## config.mk

```make
export PLATFORM = sky130hd
export DESIGN_NAME = vga_scan_driver
export DESIGN_NICKNAME = d
export VERILOG_FILES = /design/src/rtl/vga_scan_driver.sv
export SDC_FILE = /design/constraint.sdc
export NUM_CORES = 1
export LEC_CHECK = 0
export BUFFER_PORTS_ARGS = -buffer_cell sky130_fd_sc_hd__buf_4
export CORE_ASPECT_RATIO = 1.25
export CORE_MARGIN = 2
export CORE_UTILIZATION = 45
export DETAILED_ROUTE_END_ITERATION = 10
export PLACE_DENSITY_LB_ADDON = 0.12
export SLEW_MARGIN = 20
export SYNTH_ARGS = -nofsm -noshare
export SYNTH_HDL_FRONTEND = slang
export SYNTH_SLANG_ARGS = --single-unit
```

## constraint.sdc

```tcl
create_clock -name Clk -period 1.8 [get_ports Clk]
set_input_delay 0.36 -clock Clk [delete_from_list [all_inputs] [get_ports Clk]]
set_output_delay 0.36 -clock Clk [all_outputs]
set_load 0.02 [all_outputs]
```

## src/rtl/vga_scan_driver.sv

```systemverilog
// rtl/vga_scan_driver.sv - VGA raster generator with pipeline-aligned sync/blank and DAC output register.
module vga_scan_driver #(
    parameter int CLK_DIV    = 2,
    parameter int H_VISIBLE  = 640,
    parameter int H_FRONT    = 16,
    parameter int H_SYNC     = 96,
    parameter int H_BACK     = 48,
    parameter int V_VISIBLE  = 480,
    parameter int V_FRONT    = 10,
    parameter int V_SYNC     = 2,
    parameter int V_BACK     = 33,
    parameter int PIPE_DELAY = 1
) (
    input  logic       Clk,
    input  logic       Reset,
    input  logic [7:0] Red_in,
    input  logic [7:0] Green_in,
    input  logic [7:0] Blue_in,
    output logic [9:0] DrawX,
    output logic [9:0] DrawY,
    output logic       pix_en,
    output logic       frame_start,
    output logic       frame_clk,
    output logic       VGA_CLK,
    output logic       VGA_HS,
    output logic       VGA_VS,
    output logic       VGA_BLANK_N,
    output logic       VGA_SYNC_N,
    output logic [7:0] VGA_R,
    output logic [7:0] VGA_G,
    output logic [7:0] VGA_B
);

    localparam int H_TOTAL = H_VISIBLE + H_FRONT + H_SYNC + H_BACK;
    localparam int V_TOTAL = V_VISIBLE + V_FRONT + V_SYNC + V_BACK;
    localparam int DW      = $clog2(CLK_DIV);

    // {hs, vs, blank_n} as seen while the pins are idle
    localparam logic [2:0] IDLE = 3'b110;

    logic [DW-1:0] div;
    logic [DW-1:0] div_next;
    logic [9:0]    hc;
    logic [9:0]    vc;
    logic          h_end;
    logic          v_end;
    logic          hs_raw;
    logic          vs_raw;
    logic          blank_raw_n;
    logic [2:0]    raw;
    logic [2:0]    tail;

    assign div_next = (div == DW'(CLK_DIV - 1)) ? '0 : div + 1'b1;

    // pix_en and VGA_CLK are decoded from the next divider value so they line up with div
    always_ff @(posedge Clk or posedge Reset) begin
        if (Reset) begin
            div     <= '0;
            pix_en  <= 1'b0;
            VGA_CLK <= 1'b0;
        end else begin
            div     <= div_next;
            pix_en  <= (div_next == DW'(CLK_DIV - 1));
            VGA_CLK <= (div_next >= DW'(CLK_DIV / 2));
        end
    end

    assign h_end = (hc == 10'(H_TOTAL - 1));
    assign v_end = (vc == 10'(V_TOTAL - 1));

    always_ff @(posedge Clk or posedge Reset) begin
        if (Reset) begin
            hc          <= '0;
            vc          <= '0;
            frame_start <= 1'b0;
        end else begin
            frame_start <= pix_en && h_end && v_end;
            if (pix_en) begin
                hc <= h_end ? '0 : hc + 1'b1;
                if (h_end) begin
                    vc <= v_end ? '0 : vc + 1'b1;
                end
            end
        end
    end

    assign DrawX = hc;
    assign DrawY = vc;

    assign hs_raw      = !((hc >= 10'(H_VISIBLE + H_FRONT)) && (hc < 10'(H_VISIBLE + H_FRONT + H_SYNC)));
    assign vs_raw      = !((vc >= 10'(V_VISIBLE + V_FRONT)) && (vc < 10'(V_VISIBLE + V_FRONT + V_SYNC)));
    assign blank_raw_n = (hc < 10'(H_VISIBLE)) && (vc < 10'(V_VISIBLE));
    assign raw         = {hs_raw, vs_raw, blank_raw_n};

    // Delay line matches the colour path latency of the sprite memory reads
    generate
        if (PIPE_DELAY == 0) begin : g_nopipe
            assign tail = raw;
        end else begin : g_pipe
            logic [2:0] stage [PIPE_DELAY];

            always_ff @(posedge Clk or posedge Reset) begin
                if (Reset) begin
                    for (int i = 0; i < PIPE_DELAY; i++) begin
                        stage[i] <= IDLE;
                    end
                end else if (pix_en) begin
                    stage[0] <= raw;
                    for (int i = 1; i < PIPE_DELAY; i++) begin
                        stage[i] <= stage[i-1];
                    end
                end
            end

            assign tail = stage[PIPE_DELAY-1];
        end
    endgenerate

    always_ff @(posedge Clk or posedge Reset) begin
        if (Reset) begin
            VGA_HS      <= 1'b1;
            VGA_VS      <= 1'b1;
            VGA_BLANK_N <= 1'b0;
            VGA_R       <= '0;
            VGA_G       <= '0;
            VGA_B       <= '0;
        end else if (pix_en) begin
            VGA_HS      <= tail[2];
            VGA_VS      <= tail[1];
            VGA_BLANK_N <= tail[0];
            VGA_R       <= tail[0] ? Red_in   : 8'd0;
            VGA_G       <= tail[0] ? Green_in : 8'd0;
            VGA_B       <= tail[0] ? Blue_in  : 8'd0;
        end
    end

    assign frame_clk  = VGA_VS;
    assign VGA_SYNC_N = 1'b0;

endmodule

```

==> impl_summary.md <==
Run status
The run finished with clean final reports.

Cells and area
The finished cells cover 0.00306 sq mm. The top cell types in the final layout, fill and taps aside, are sky130_fd_sc_hd__buf_4, sky130_fd_sc_hd__dfrtp_1, sky130_fd_sc_hd__a22o_1, sky130_fd_sc_hd__nor2_1, sky130_fd_sc_hd__xnor2_1. From synthesis to final layout, the design area changed by 34.7%. The fraction of final layout cells sized beyond drive strength 1 is approximately 40%.

The most common library cell in the layout ignoring fill and taps is sky130_fd_sc_hd__buf_4. The final-stage net count is 300. The count of filler cells inserted in the layout is 406. 0 antenna diodes ended up in the layout.

Clock network
The clock sink count is 52. The maximum buffer depth of the clock tree is 2. The number of hold buffers added after CTS is 0.

Clock tree synthesis selected as its root buffer the cell sky130_fd_sc_hd__clkbuf_8. The number of H-tree levels is 2. The clock-pin slew on the worst setup and hold paths is 0.09 ns. The later pin in the worst-skew pair is clocked with a latency of 0.30 ns. TritonCTS built the clock tree. The number of buffers added for setup after CTS is 0. The number of clock buffers inserted by TritonCTS is 5. The post-cts resize count is 0.

Floorplanning
The initial core utilization is 47.3%. The count of boundary I/O pins is between 70 and 80. The core area is roughly 0.0048 sq mm. The overall die width is 67.5 um. The area of the die is 0.00563 sq mm. The vertical die dimension is 83.4 um. The floorplan has 28 rows.

Setup path
In this run the critical register-to-register path is captured at DrawY[3]. The standard cell with the maximum stage delay on the critical path is sky130_fd_sc_hd__or3_4. The kind of end point of the critical path is a flip-flop. The classification of the worst setup path is flip-flop to flip-flop. The depth of the worst register-to-register path is 5. For this run, the slowest stage of the critical path takes about 0.47 ns.

The register-to-register path setup slack is between 0.1 and 0.15 ns. The worst setup path is launched from a flip-flop. The maximum fanout count along the critical path is 10.

The required time at the worst-slack endpoint is 2.00 ns. The signal on the critical path passes through ha_1 -> nand4_4 -> or3_4 -> nor2_4 -> nor2_1. The signal arrival time at the worst endpoint is 1.86 ns.

The reg-to-reg startpoint is DrawX[1].

Route
After detailed routing, the average wire length per cell comes to 14.4 um. After the first detailed-routing iteration, the DRC count stood at 86. The wire length reported by the detailed router is approximately 4700 um. The count of unresolved DRC violations after routing is 0. The count of nets left with antenna violations once routing finished came out at 0. In the routed layout, each cell is associated on average with a via count of approximately 5.3. The detailed-route via count is around 1700. The detailed-router iteration count before antenna repair is 4.

STA
The number of hold violations in the final report is 0. For the final database, setup skew stands at 0.00467 ns. The fmax is 600 MHz.

Setup violations remaining at the end of the flow were counted as 0. The total count of max-transition violations in the final report is 0. For the pin with the worst max-slew slack, the measured transition is 0.905 ns. The time the worst path needs with I/O delays and setup is 1.67 ns. The part of the cycle the worst path needs is 92.5%. The final sum of negative setup slack is 0 ns. Setup repair after global routing left no endpoint under its margin. Measured against its own limit, the worst slew margin works out to 39.6%.

Global route
Global routing used 18.2% of the available tracks across all layers. The number of antenna violations at the first check in global routing was 0. The remaining global-route overflow is 0. The largest net degree at the start of global routing is 31. The first global-routing pass estimated ~8000 um of wire.

The via count of the first global-routing pass is 1686.

Synth
The synthesized netlist cell count is ~190. The synthesized design spends more area on one cell type than any other, namely sky130_fd_sc_hd__dfrtp_1. Synthesis instantiated 38 different standard cells from the library. During synthesis, Yosys emitted a total of 0 warnings. In this run, synthesis produced a sequential element count of 52.

Ranked by total cell area, the synthesized netlist is headed by sky130_fd_sc_hd__dfrtp_1, sky130_fd_sc_hd__a22o_1, sky130_fd_sc_hd__dfstp_2. The top cell type by area accounts for 53.0% of the synthesized area. The post-synthesis net count is 219. The post-synthesis sequential area ratio is between 50% and 60%. After synthesis the cells add up to ~0.0023 sq mm. Dividing the synthesized area by the synthesized cell count gives 12.1 sq um.

Power and ir drop
The static leakage is roughly 0.0015 uW. The worst IR drop on VDD is 0.531 mV. The total power per unit cell area is slightly above 700 mW/mm^2.

Place
The standard cell area after detailed placement is 0.00294 sq mm. The count of input and output buffers is 76. The half-perimeter wire length after detailed placement is 3470 um. The routability-driven placement congestion ratio is 0.795.

Hold path
The worst hold path class is input pin to asynchronous set/reset pin.

Run
The max capacitance violation total is 0.
power breakdown:
group / internal (uW) / switching [uW] / total [uW]
registers: 1190 / 15.4 / 1210
clock network: 454 / 367 / 822
logic: 89.2 / 84.8 / 174
through the flow:
step / hold slack (ns) / std cells / power (uW) / util (%) / worst slack, ns
finish: 0.0853 / 330 / 2210 / 63.7 / 0.134
global route: 0.107 / 330 / 2300 / 63.7 / 0.0232
CTS: 0.0846 / 330 / 2240 / 63.7 / 0.104
detailed placement: 0.418 / 322 / 1410 / 61.2 / 0.0994
global placement: 0.424 / 322 / 1410 / 61.2 / 0.126
floorplan: 0.446 / 188 / 1310 / - / 0.0512
state kept, by name (all words and copies together) (netlist names):
name and count:
g_pipe.stage 3, VGA_R 8, VGA_B 8, DrawY 10
VGA_CLK 1, VGA_VS 1, VGA_G 8, DrawX 10
VGA_HS 1, VGA_BLANK_N 1, frame_start 1
cells in the mapped netlist:
cell type	n
sky130_fd_sc_hd__mux2_2	2
sky130_fd_sc_hd__a21oi_1	2
sky130_fd_sc_hd__and4_1	2
sky130_fd_sc_hd__nand4_1	5
sky130_fd_sc_hd__or3_4	1
sky130_fd_sc_hd__o21bai_1	1
sky130_fd_sc_hd__a31o_2	1
sky130_fd_sc_hd__nand2_1	7
sky130_fd_sc_hd__nand3_1	10
sky130_fd_sc_hd__nor3_4	1
sky130_fd_sc_hd__o21ai_0	6
sky130_fd_sc_hd__nor3b_1	1
sky130_fd_sc_hd__o2111ai_1	1
sky130_fd_sc_hd__or2_1	1
sky130_fd_sc_hd__nor4_4	1
sky130_fd_sc_hd__conb_1	1
sky130_fd_sc_hd__clkbuf_1	5
sky130_fd_sc_hd__nor2_1	14
sky130_fd_sc_hd__mux2i_1	1
sky130_fd_sc_hd__buf_2	2
sky130_fd_sc_hd__dfstp_2	4
sky130_fd_sc_hd__nand4_4	1
sky130_fd_sc_hd__nor4_1	3
sky130_fd_sc_hd__inv_1	8
sky130_fd_sc_hd__o22a_1	1
sky130_fd_sc_hd__and3_1	1
sky130_fd_sc_hd__ha_1	5
sky130_fd_sc_hd__nor3_1	2
sky130_fd_sc_hd__nor4bb_1	1
sky130_fd_sc_hd__nand4b_2	1
sky130_fd_sc_hd__dfrtp_1	48
sky130_fd_sc_hd__a22o_1	24
sky130_fd_sc_hd__xor2_1	3
sky130_fd_sc_hd__and2_1	2
sky130_fd_sc_hd__buf_4	5
sky130_fd_sc_hd__xnor2_1	11
sky130_fd_sc_hd__a21o_1	2
sky130_fd_sc_hd__nor2_4	1
layout make-up:
class	instances	area, sq um	share of cell area, %
inverters	8	30.0	0.982
repair buffers	86	658	21.5
multi-input cells	116	866	28.3
well taps	60	75.1	2.46
clock buffers	6	82.6	2.70
clock inverters	2	38.8	1.27
flip-flops and latches	52	1310	42.7
cell families (layout without fill, tap and decap cells):
| kind of cell | after synthesis | count (layout) | share of synthesized area [%] |
|---|---|---|---|
| AND/OR/NAND/NOR | 55 | 55 | 15.2 |
| flip-flops | 52 | 52 | 57.6 |
| AO/OA/AOI/OAI | 38 | 38 | 13.2 |
| buffers and inverters | 20 | 102 | 4.25 |
| XOR/XNOR | 14 | 14 | 5.41 |
| adder cells (fa/ha/maj) | 5 | 5 | 2.76 |
| multiplexers | 3 | 3 | 1.43 |
| other | 1 | 1 | 0.165 |
critical path, delay by kind of cell (launching register included):
kind | cells | cell delay (ns)
flip-flops | 1 | 0.41
adder cells (fa/ha/maj) | 1 | 0.23
AND/OR/NAND/NOR | 4 | 0.93
worst max-delay path by stage:
stage / from / end / slack, ns / cells after the start
finish: DrawX[1] / DrawY[3] / 0.13 / 5
global route: DrawX[1] / DrawY[3] / 0.02 / 5
CTS: DrawX[1] / DrawY[7] / 0.10 / 5
detailed placement: DrawX[1] / DrawY[8] / 0.1 / 5
global placement: DrawX[1] / DrawY[8] / 0.13 / 5
floorplan: DrawX[0] / DrawY[8] / 0.05 / 5
metal layers:
metal / global-route usage (%) / part of all wire, % / vias up
li1: - / - / 835
met1: 24.4 / 44 / 836
met2: 29.1 / 48 / 56
met3: 4.20 / 6.9 / 6
met4: 5.01 / 1.2 / 0
met5: 0 / 0 / -
(Power assumes the default switching activity.)
